### src/rtl/mem_arbiter_if.sv
// Request/response bundle shared by the core-side masters and the memory port.
// The master modport drives a request; the slave modport answers it.
interface mem_arbiter_if #(
  parameter int ADDR_WIDTH = 32,
  parameter int DATA_WIDTH = 32
);
  logic                      valid;
  logic                      ready;
  logic [ADDR_WIDTH-1:0]     addr;
  logic [DATA_WIDTH-1:0]     wdata;
  logic [DATA_WIDTH/8-1:0]   we;
  logic [DATA_WIDTH-1:0]     rdata;

  modport master (output valid, addr, wdata, we, input ready, rdata);
  modport slave  (input valid, addr, wdata, we, output ready, rdata);
endinterface

### src/rtl/mem_arbiter.sv
// Two-master round-robin arbiter merging imem and dmem onto one memory port.
// Request fields are latched at grant time; a saturating watchdog flags a
// slave that keeps the port busy for too long.
//
// state | meaning
// IDLE  | no transaction outstanding, arbitrating incoming requests
// BUSY  | latched request presented on mem, waiting for mem.ready
module mem_arbiter #(
  parameter int ADDR_WIDTH     = 32,
  parameter int DATA_WIDTH     = 32,
  parameter int TIMEOUT_CYCLES = 255
) (
  input  logic             clk,
  input  logic             rst,
  mem_arbiter_if.slave     imem,
  mem_arbiter_if.slave     dmem,
  mem_arbiter_if.master    mem,
  output logic             grant_o,
  output logic             timeout_o
);

  localparam int WE_WIDTH = DATA_WIDTH / 8;
  localparam int CW       = (TIMEOUT_CYCLES > 0) ? $clog2(TIMEOUT_CYCLES + 1) : 1;
  localparam logic [CW-1:0] CNT_MAX = CW'(TIMEOUT_CYCLES);

  typedef enum logic {IDLE = 1'b0, BUSY = 1'b1} state_t;

  state_t                state_q, state_d;
  logic                  load;
  logic                  sel;
  logic                  grant_q;
  logic [ADDR_WIDTH-1:0] addr_q;
  logic [DATA_WIDTH-1:0] wdata_q;
  logic [WE_WIDTH-1:0]   we_q;
  logic [CW-1:0]         cnt_q, cnt_d;
  logic                  timeout_q;

  // Next state and grant selection; in a completion cycle only the other master may win.
  always_comb begin
    state_d = state_q;
    load    = 1'b0;
    sel     = grant_q;
    case (state_q)
      IDLE: begin
        if (imem.valid || dmem.valid) begin
          load    = 1'b1;
          state_d = BUSY;
          if (imem.valid && dmem.valid) sel = ~grant_q;
          else                          sel = dmem.valid;
        end
      end
      BUSY: begin
        if (mem.ready) begin
          sel = ~grant_q;
          if (grant_q ? imem.valid : dmem.valid) load    = 1'b1;
          else                                   state_d = IDLE;
        end
      end
      default: state_d = IDLE;
    endcase
  end

  // State register.
  always_ff @(posedge clk) begin
    if (rst) state_q <= IDLE;
    else     state_q <= state_d;
  end

  // Grant owner and latched request fields, captured only when a master is selected.
  always_ff @(posedge clk) begin
    if (rst) begin
      grant_q <= 1'b1;
      addr_q  <= '0;
      wdata_q <= '0;
      we_q    <= '0;
    end else if (load) begin
      grant_q <= sel;
      addr_q  <= sel ? dmem.addr  : imem.addr;
      wdata_q <= sel ? dmem.wdata : imem.wdata;
      we_q    <= sel ? dmem.we    : imem.we;
    end
  end

  // Wait counter: counts stalled BUSY cycles, clears on completion, saturates at the limit.
  always_comb begin
    cnt_d = cnt_q;
    if (state_q == BUSY) begin
      if (mem.ready)              cnt_d = '0;
      else if (cnt_q != CNT_MAX)  cnt_d = cnt_q + 1'b1;
    end
  end

  // Watchdog registers; the flag is sticky until reset and never aborts the transfer.
  always_ff @(posedge clk) begin
    if (rst) begin
      cnt_q     <= '0;
      timeout_q <= 1'b0;
    end else begin
      cnt_q <= cnt_d;
      if ((TIMEOUT_CYCLES != 0) && (cnt_d == CNT_MAX)) timeout_q <= 1'b1;
    end
  end

  // Port outputs; completion pulses are suppressed while reset abandons the transfer.
  always_comb begin
    mem.valid  = (state_q == BUSY);
    imem.ready = (state_q == BUSY) && mem.ready && !rst && !grant_q;
    dmem.ready = (state_q == BUSY) && mem.ready && !rst &&  grant_q;
  end

  assign mem.addr   = addr_q;
  assign mem.wdata  = wdata_q;
  assign mem.we     = we_q;
  assign imem.rdata = mem.rdata;
  assign dmem.rdata = mem.rdata;
  assign grant_o    = grant_q;
  assign timeout_o  = timeout_q;

endmodule
### src/flat_wrapper.sv
// flat-port wrapper written by rule: the top's interface ports become plain ports
module mem_arbiter_flat 
#(
  parameter int ADDR_WIDTH     = 32,
  parameter int DATA_WIDTH     = 32,
  parameter int TIMEOUT_CYCLES = 255
)
  (clk, rst, grant_o, timeout_o, imem_valid, imem_addr, imem_wdata, imem_we, imem_ready, imem_rdata, dmem_valid, dmem_addr, dmem_wdata, dmem_we, dmem_ready, dmem_rdata, mem_valid, mem_addr, mem_wdata, mem_we, mem_ready, mem_rdata);
  mem_arbiter_if #(.ADDR_WIDTH(ADDR_WIDTH), .DATA_WIDTH(DATA_WIDTH)) imem_i ();
  mem_arbiter_if #(.ADDR_WIDTH(ADDR_WIDTH), .DATA_WIDTH(DATA_WIDTH)) dmem_i ();
  mem_arbiter_if #(.ADDR_WIDTH(ADDR_WIDTH), .DATA_WIDTH(DATA_WIDTH)) mem_i ();
  input  logic clk;
  input  logic rst;
  output logic grant_o;
  output logic timeout_o;
  input wire logic [$bits(imem_i.valid)-1:0] imem_valid;
  input wire logic [$bits(imem_i.addr)-1:0] imem_addr;
  input wire logic [$bits(imem_i.wdata)-1:0] imem_wdata;
  input wire logic [$bits(imem_i.we)-1:0] imem_we;
  output wire logic [$bits(imem_i.ready)-1:0] imem_ready;
  output wire logic [$bits(imem_i.rdata)-1:0] imem_rdata;
  input wire logic [$bits(dmem_i.valid)-1:0] dmem_valid;
  input wire logic [$bits(dmem_i.addr)-1:0] dmem_addr;
  input wire logic [$bits(dmem_i.wdata)-1:0] dmem_wdata;
  input wire logic [$bits(dmem_i.we)-1:0] dmem_we;
  output wire logic [$bits(dmem_i.ready)-1:0] dmem_ready;
  output wire logic [$bits(dmem_i.rdata)-1:0] dmem_rdata;
  output wire logic [$bits(mem_i.valid)-1:0] mem_valid;
  output wire logic [$bits(mem_i.addr)-1:0] mem_addr;
  output wire logic [$bits(mem_i.wdata)-1:0] mem_wdata;
  output wire logic [$bits(mem_i.we)-1:0] mem_we;
  input wire logic [$bits(mem_i.ready)-1:0] mem_ready;
  input wire logic [$bits(mem_i.rdata)-1:0] mem_rdata;
  assign imem_i.valid = imem_valid;
  assign imem_i.addr = imem_addr;
  assign imem_i.wdata = imem_wdata;
  assign imem_i.we = imem_we;
  assign imem_ready = imem_i.ready;
  assign imem_rdata = imem_i.rdata;
  assign dmem_i.valid = dmem_valid;
  assign dmem_i.addr = dmem_addr;
  assign dmem_i.wdata = dmem_wdata;
  assign dmem_i.we = dmem_we;
  assign dmem_ready = dmem_i.ready;
  assign dmem_rdata = dmem_i.rdata;
  assign mem_valid = mem_i.valid;
  assign mem_addr = mem_i.addr;
  assign mem_wdata = mem_i.wdata;
  assign mem_we = mem_i.we;
  assign mem_i.ready = mem_ready;
  assign mem_i.rdata = mem_rdata;
  mem_arbiter #(.ADDR_WIDTH(ADDR_WIDTH), .DATA_WIDTH(DATA_WIDTH), .TIMEOUT_CYCLES(TIMEOUT_CYCLES)) u_core (.clk(clk), .rst(rst), .imem(imem_i), .dmem(dmem_i), .mem(mem_i), .grant_o(grant_o), .timeout_o(timeout_o));
endmodule
### config.mk
export PLATFORM = sky130hd
export DESIGN_NAME = mem_arbiter_flat
export DESIGN_NICKNAME = d
export VERILOG_FILES = /design/src/rtl/mem_arbiter_if.sv /design/src/rtl/mem_arbiter.sv /design/src/flat_wrapper.sv
export SDC_FILE = /design/constraint.sdc
export NUM_CORES = 1
export LEC_CHECK = 0
export BUFFER_PORTS_ARGS = -buffer_cell sky130_fd_sc_hd__buf_2
export CAP_MARGIN = 20
export CORE_AREA = 8 8 115 117
export CTS_BUF_LIST = sky130_fd_sc_hd__clkbuf_2
export CTS_CLUSTER_DIAMETER = 200
export CTS_CLUSTER_SIZE = 14
export DETAILED_ROUTE_END_ITERATION = 6
export DIE_AREA = 0 0 123 125
export PLACE_DENSITY = 0.73
export SYNTH_ARGS = -nofsm -noshare
export SYNTH_HDL_FRONTEND = slang
export SYNTH_SLANG_ARGS = --single-unit
### constraint.sdc
create_clock -name clk -period 2 [get_ports clk]
set_input_delay 0.6 -clock clk [delete_from_list [all_inputs] [get_ports clk]]
set_output_delay 0.6 -clock clk [all_outputs]
set_load 0.05 [all_outputs]
=== Word level (Yosys, flattened, before mapping) ===
Cells that the tools add are included.
W data, S select, Z words.

* Flip-flop bits (word level): 79
* Bits of input ports: 173
* Output and inout bits: 137
* Word-level logic and storage cells: 37

* Add/sub/neg operators: 1
* Equality and inequality tests: 2
* Mux-type cells: 17
* Bitwise operators: 2
* Reductions and logical operators: 8

{| class="wikitable"
|+ Operators with widths
! kind !! number
|-
| $mux W32 || 2
|-
| $mux W8 || 3
|-
| $add A8 B1 Y8 const B || 1
|-
| $eq A8 B8 Y1 const B || 1
|-
| $mux W1 || 8
|-
| $ne A8 B8 Y1 const B || 1
|-
| $pmux W1 S2 || 3
|-
| $logic_and A1 B1 Y1 || 5
|-
| $mux W4 || 1
|-
| $logic_not A1 Y1 || 2
|-
| $not A1 Y1 || 2
|-
| $logic_or A1 B1 Y1 || 1
|}

=== Logic depth before layout (Yosys ltp) ===
* Depth after elaboration: 5
* Depth in mapped cells: 8
* Depth with buffers taken out: 6

=== Worst setup path after synthesis ===
No wires, ideal clock.

* Kind: register to output
* From: register u_core.state_q (netlist: u_core.mem.valid)
* To: output dmem_ready
* Arrival time: 2.075 ns
* Data required time: 1.400 ns
* Setup slack: -0.675 ns
* Cell stages (with the launch flop): 3
* Buffers on the path: 0
* Path through: dfxtp_1 nand2_1 nor3b_1

* Cells in the longest elaborated chain, start to end: 3

{| class="wikitable"
|+ RTL lines
! element !! line !! text
|-
| start: declaration || mem_arbiter.sv:28 || <nowiki>state_t state_q, state_d;</nowiki>
|-
| start signal: assignment || mem_arbiter.sv:66 || <nowiki>else state_q <= state_d;</nowiki>
|-
| $logic_and A1 B1 Y1 (3 in a row) || mem_arbiter.sv:108 || <nowiki>dmem.ready = (state_q == BUSY) && mem.ready && !rst && grant_q;</nowiki>
|-
| end: declaration || flat_wrapper.sv:26 || <nowiki>output wire logic [$bits(dmem_i.ready)-1:0] dmem_ready;</nowiki>
|}

No other way between the ends.

=== Worst setup path in the final report ===
Same ends and word-level chain as after synthesis.

==> run_results.csv <==
group,metric,value,unit
pwr,power_density,874.8,mW/mm^2
critical_path,critPathKind,"flop to output pin",
route,wirelength,12010,um
global_routing,grt_max_degree,68,
route,highest_layer,"met4",
min_path,min_path_type,"input port to flop",
route,wl_met3,1290,um
timing,grt_setup_unrepaired,"true",
pwr,clockPowerShare,19.2,%
timing,finalSetupViolations,0,
timing,fmax,504.7,MHz
logic_synthesis,synth-edff-count,0,
timing,totalNegativeSetupSlack,0,ns
pwr,ir_worst_vdd,377.8,uV
logic_synthesis,ys_ff_latch,79,
cells_and_area,postLayoutCoreUtil,43.95,%
logic_synthesis,ys_types,38,
place,place.gp.congestion,0.8408,
cells_and_area,final_cell_mix,"buf_2 (209), nor2_1 (77), dfxtp_1 (77), mux2i_1 (70), a211oi_1 (63)",
global_routing,gr-total-overflow,0,
critical_path,critPathMaxFanout,4,
critical_path,critical_path.startpoint_type,"flop",
critical_path,crit-reg2reg-launch,"u_core.mem.valid$_SDFF_PP0_",
global_routing,grt_pass1_wl,18690,um
die,die_width,123,um
die,core-area,0.01161,mm^2
route,drc,0,
place,port_buffers,213,
route,routed-wl-met2,5824,um
logic_synthesis,seq_area_frac_synth,38.86,%
critical_path,r2r_slack,0.07,ns
logic_synthesis,synth_top_family_by_area,"multiplexers",
cts,cts_hold_buf,0,
logic_synthesis,synthAdderAreaFrac,0.3074,%
cells_and_area,final_common_cell,"buf_2",
cells_and_area,drive_gt1_share,43.62,%
critical_path,endpoint_kind,"output pin",
critical_path,r2r_cells,8,
route,vias_per_cell,4.985,
die,fp-row-count,40,
logic_synthesis,synth-xor-area-share,0.6456,%
critical_path,cp.required,1.40,ns
global_routing,grt_pass1_vias,3880,
logic_synthesis,avgSynthCellArea,9.167,um^2
place,dpl.hpwl,9515,um
pwr,intPower,2.644,mW
pwr,power.leakage,2.542,nW
cts,root_buffer,"clkbuf_2",
die,die_area,0.01538,mm^2
min_path,min_from,"mem_ready",
flow_run,cap_violations,0,
min_path,whs_endpoint,"u_core.mem.valid$_SDFF_PP0_",
cts,tritoncts,"yes",
timing,min_period,1.981,ns
logic_synthesis,synthTopCellsByArea,"dfxtp_1 (39%), mux2i_1 (17%), buf_4 (13%), a211oi_1 (13%), nor2_1 (7.1%)",
pwr,power.total,4.465,mW
logic_synthesis,synth_area,0.004070,mm^2
logic_synthesis,muxShareOfSynthArea,17.49,%
cts,cts_buffer_depth,2,
critical_path,slowest_stage,"dfxtp_4",
place,placed_area,0.004908,mm^2
logic_synthesis,ys_warn_count,0,
timing,period_share,99.07,%
critical_path,r2r-end,"u_core.mem.addr[31]$_SDFFE_PP0P_",
status,status,"finished clean",
global_routing,grt.total_usage,15.09,%
cts,clk_pin_slew,0.22,ns
timing,relSlewSlack,68.53,%
die,io_pins,310,
cells_and_area,seq_area,0.001589,mm^2
cells_and_area,fillers,1118,
logic_synthesis,yosys.area_share.simple,10.73,%
logic_synthesis,synth_top_area_share,38.86,%
cts,cts.sinks,79,
place,post-place-ws,-0.06613,ns
global_routing,antenna_found_initial,1,
timing,finalMaxSlewViolations,0,
cells_and_area,final_area,0.005104,mm^2
critical_path,crit_chain,"nand2_4 > nor3b_4 > buf_6",
logic_synthesis,synth-main-ff-cell,"dfxtp_1",
timing,worstMarginPinSlew,0.4721,ns
min_path,hold_depth,2,
logic_synthesis,synth_compound_area_share,15.43,%
pwr,p_sw,1.821,mW
timing,skew,0.02086,ns
logic_synthesis,syn_nets,618,
pwr,p_comb_share,39.4,%
die,initial_core_util,35.05,%
route,drt_first_pass_iters,6,
cells_and_area,nets,765,
cts,worstSkewPairLatency,0.52,ns
route,routed-via-count,3709,
critical_path,critPathArrivalTime,1.38,ns
logic_synthesis,synth_cells,444,
route,wl_per_cell,16.14,um
pwr,p_sw_share,40.78,%
cells_and_area,syn2layout_area_growth,25.39,%
critical_path,max_stage_delay,0.41,ns
route,wl_met1,4413,um
timing,fin_ws,0.01865,ns
die,fp.dieH,125,um
logic_synthesis,yosysTopAreaCell,"dfxtp_1",
timing,hold_viol,0,
route,ant_nets,0,
cts,htreeDepth,3,
route,initialDrtViolationCount,79,
cells_and_area,multi_input_area,0.001896,mm^2
logic_synthesis,async_flop_share,0,%
pwr,p_seq_share,41.4,%
cts,cts_made_buffers,9,
repair_timing:
item,in CTS,in global routing
gates resized for setup,10,8
pin swaps,1,1
setup endpoints to repair,4,7
setup buffers,1,2
gates cloned,0,0
sequential cells by signal (all words and copies together), names as in the netlist:
signal and cells:
u_core.cnt_q 8, u_core.grant_o 1, u_core.mem.addr 32, u_core.mem.valid 1, u_core.mem.wdata 32, u_core.mem.we 4
u_core.timeout_o 1
worst max path at each step:
stage / startpoint / end / slack, ns / cells after the start
floorplan: u_core.grant_o$_SDFFE_PP1P_ / dmem_ready / 0.05 / 1
global placement: mem_ready / dmem_ready / -0.01 / 5
detailed placement: mem_ready / u_core.mem.addr[31]$_SDFFE_PP0P_ / -0.07 / 8
CTS: u_core.mem.valid$_SDFF_PP0_ / dmem_ready / -0.13 / 4
global route: u_core.mem.valid$_SDFF_PP0_ / dmem_ready / -0.09 / 3
finish: u_core.mem.valid$_SDFF_PP0_ / dmem_ready / 0.02 / 3
layer usage:
metal,global-route usage (%),up-vias
met5,0,-
met4,9.922,0
met3,4.680,41
met2,25.79,175
met1,15.44,1680
li1,-,1813
cell type report:
| cell class | count | share of cell area [%] |
|---|---|---|
| tap | 147 | 3.604 |
| antenna | 1 | 0.04903 |
| clock inverter | 7 | 1.422 |
| inverter | 4 | 0.2942 |
| timing repair buffer | 233 | 25.47 |
| clock buffer | 9 | 0.8826 |
| multi-input combinational | 264 | 37.14 |
| sequential | 79 | 31.14 |
per-stage QoR:
step | hold WS [ns] | instances
finish | 0.3551 | 744
global route | 0.2748 | 744
CTS | 0.2402 | 742
detailed placement | 0.4883 | 725
global placement | 0.4827 | 725
floorplan | 0.4970 | 444
kinds of logic (layout without fill, tap and decap cells):
family / Yosys count / count (layout)
muxes: 71 / 71
other: 0 / 1
and+or+nand+nor: 102 / 102
xor gates and xnor gates: 3 / 3
AOI/OAI and AO/OA: 87 / 87
buffers and inverters: 101 / 253
DFF: 79 / 79
adders and majority gates: 1 / 1
synth_stat cells, types with 3 or more instances:
master and n:
dfxtp_1 79, mux2i_1 70, nor3_1 3, nand4_1 3
o21ai_0 6, inv_1 4, a21oi_1 3, buf_4 70
nand3_1 4, nand2_1 3, a211oi_1 68, clkbuf_1 12
nor2_1 77, buf_2 10, buf_1 3
power by group through the flow:
stage          logic (mW)  registers [mW]  clock network, mW
2_1_floorplan       0.971            2.48                  0
3_3_place_gp         1.71            1.88                  0
3_5_place_dp         1.74            1.89                  0
4_1_cts              1.76            1.85              0.921
5_1_grt              1.87            1.87              0.973
6_report             1.76            1.85              0.859
critical path: cells and delay by family, from the launching register on:
kind	cells	cell delay, ns
buf+inv	1	0.18
simple gates	2	0.27
flops	1	0.41
(Power assumes the default switching activity.)
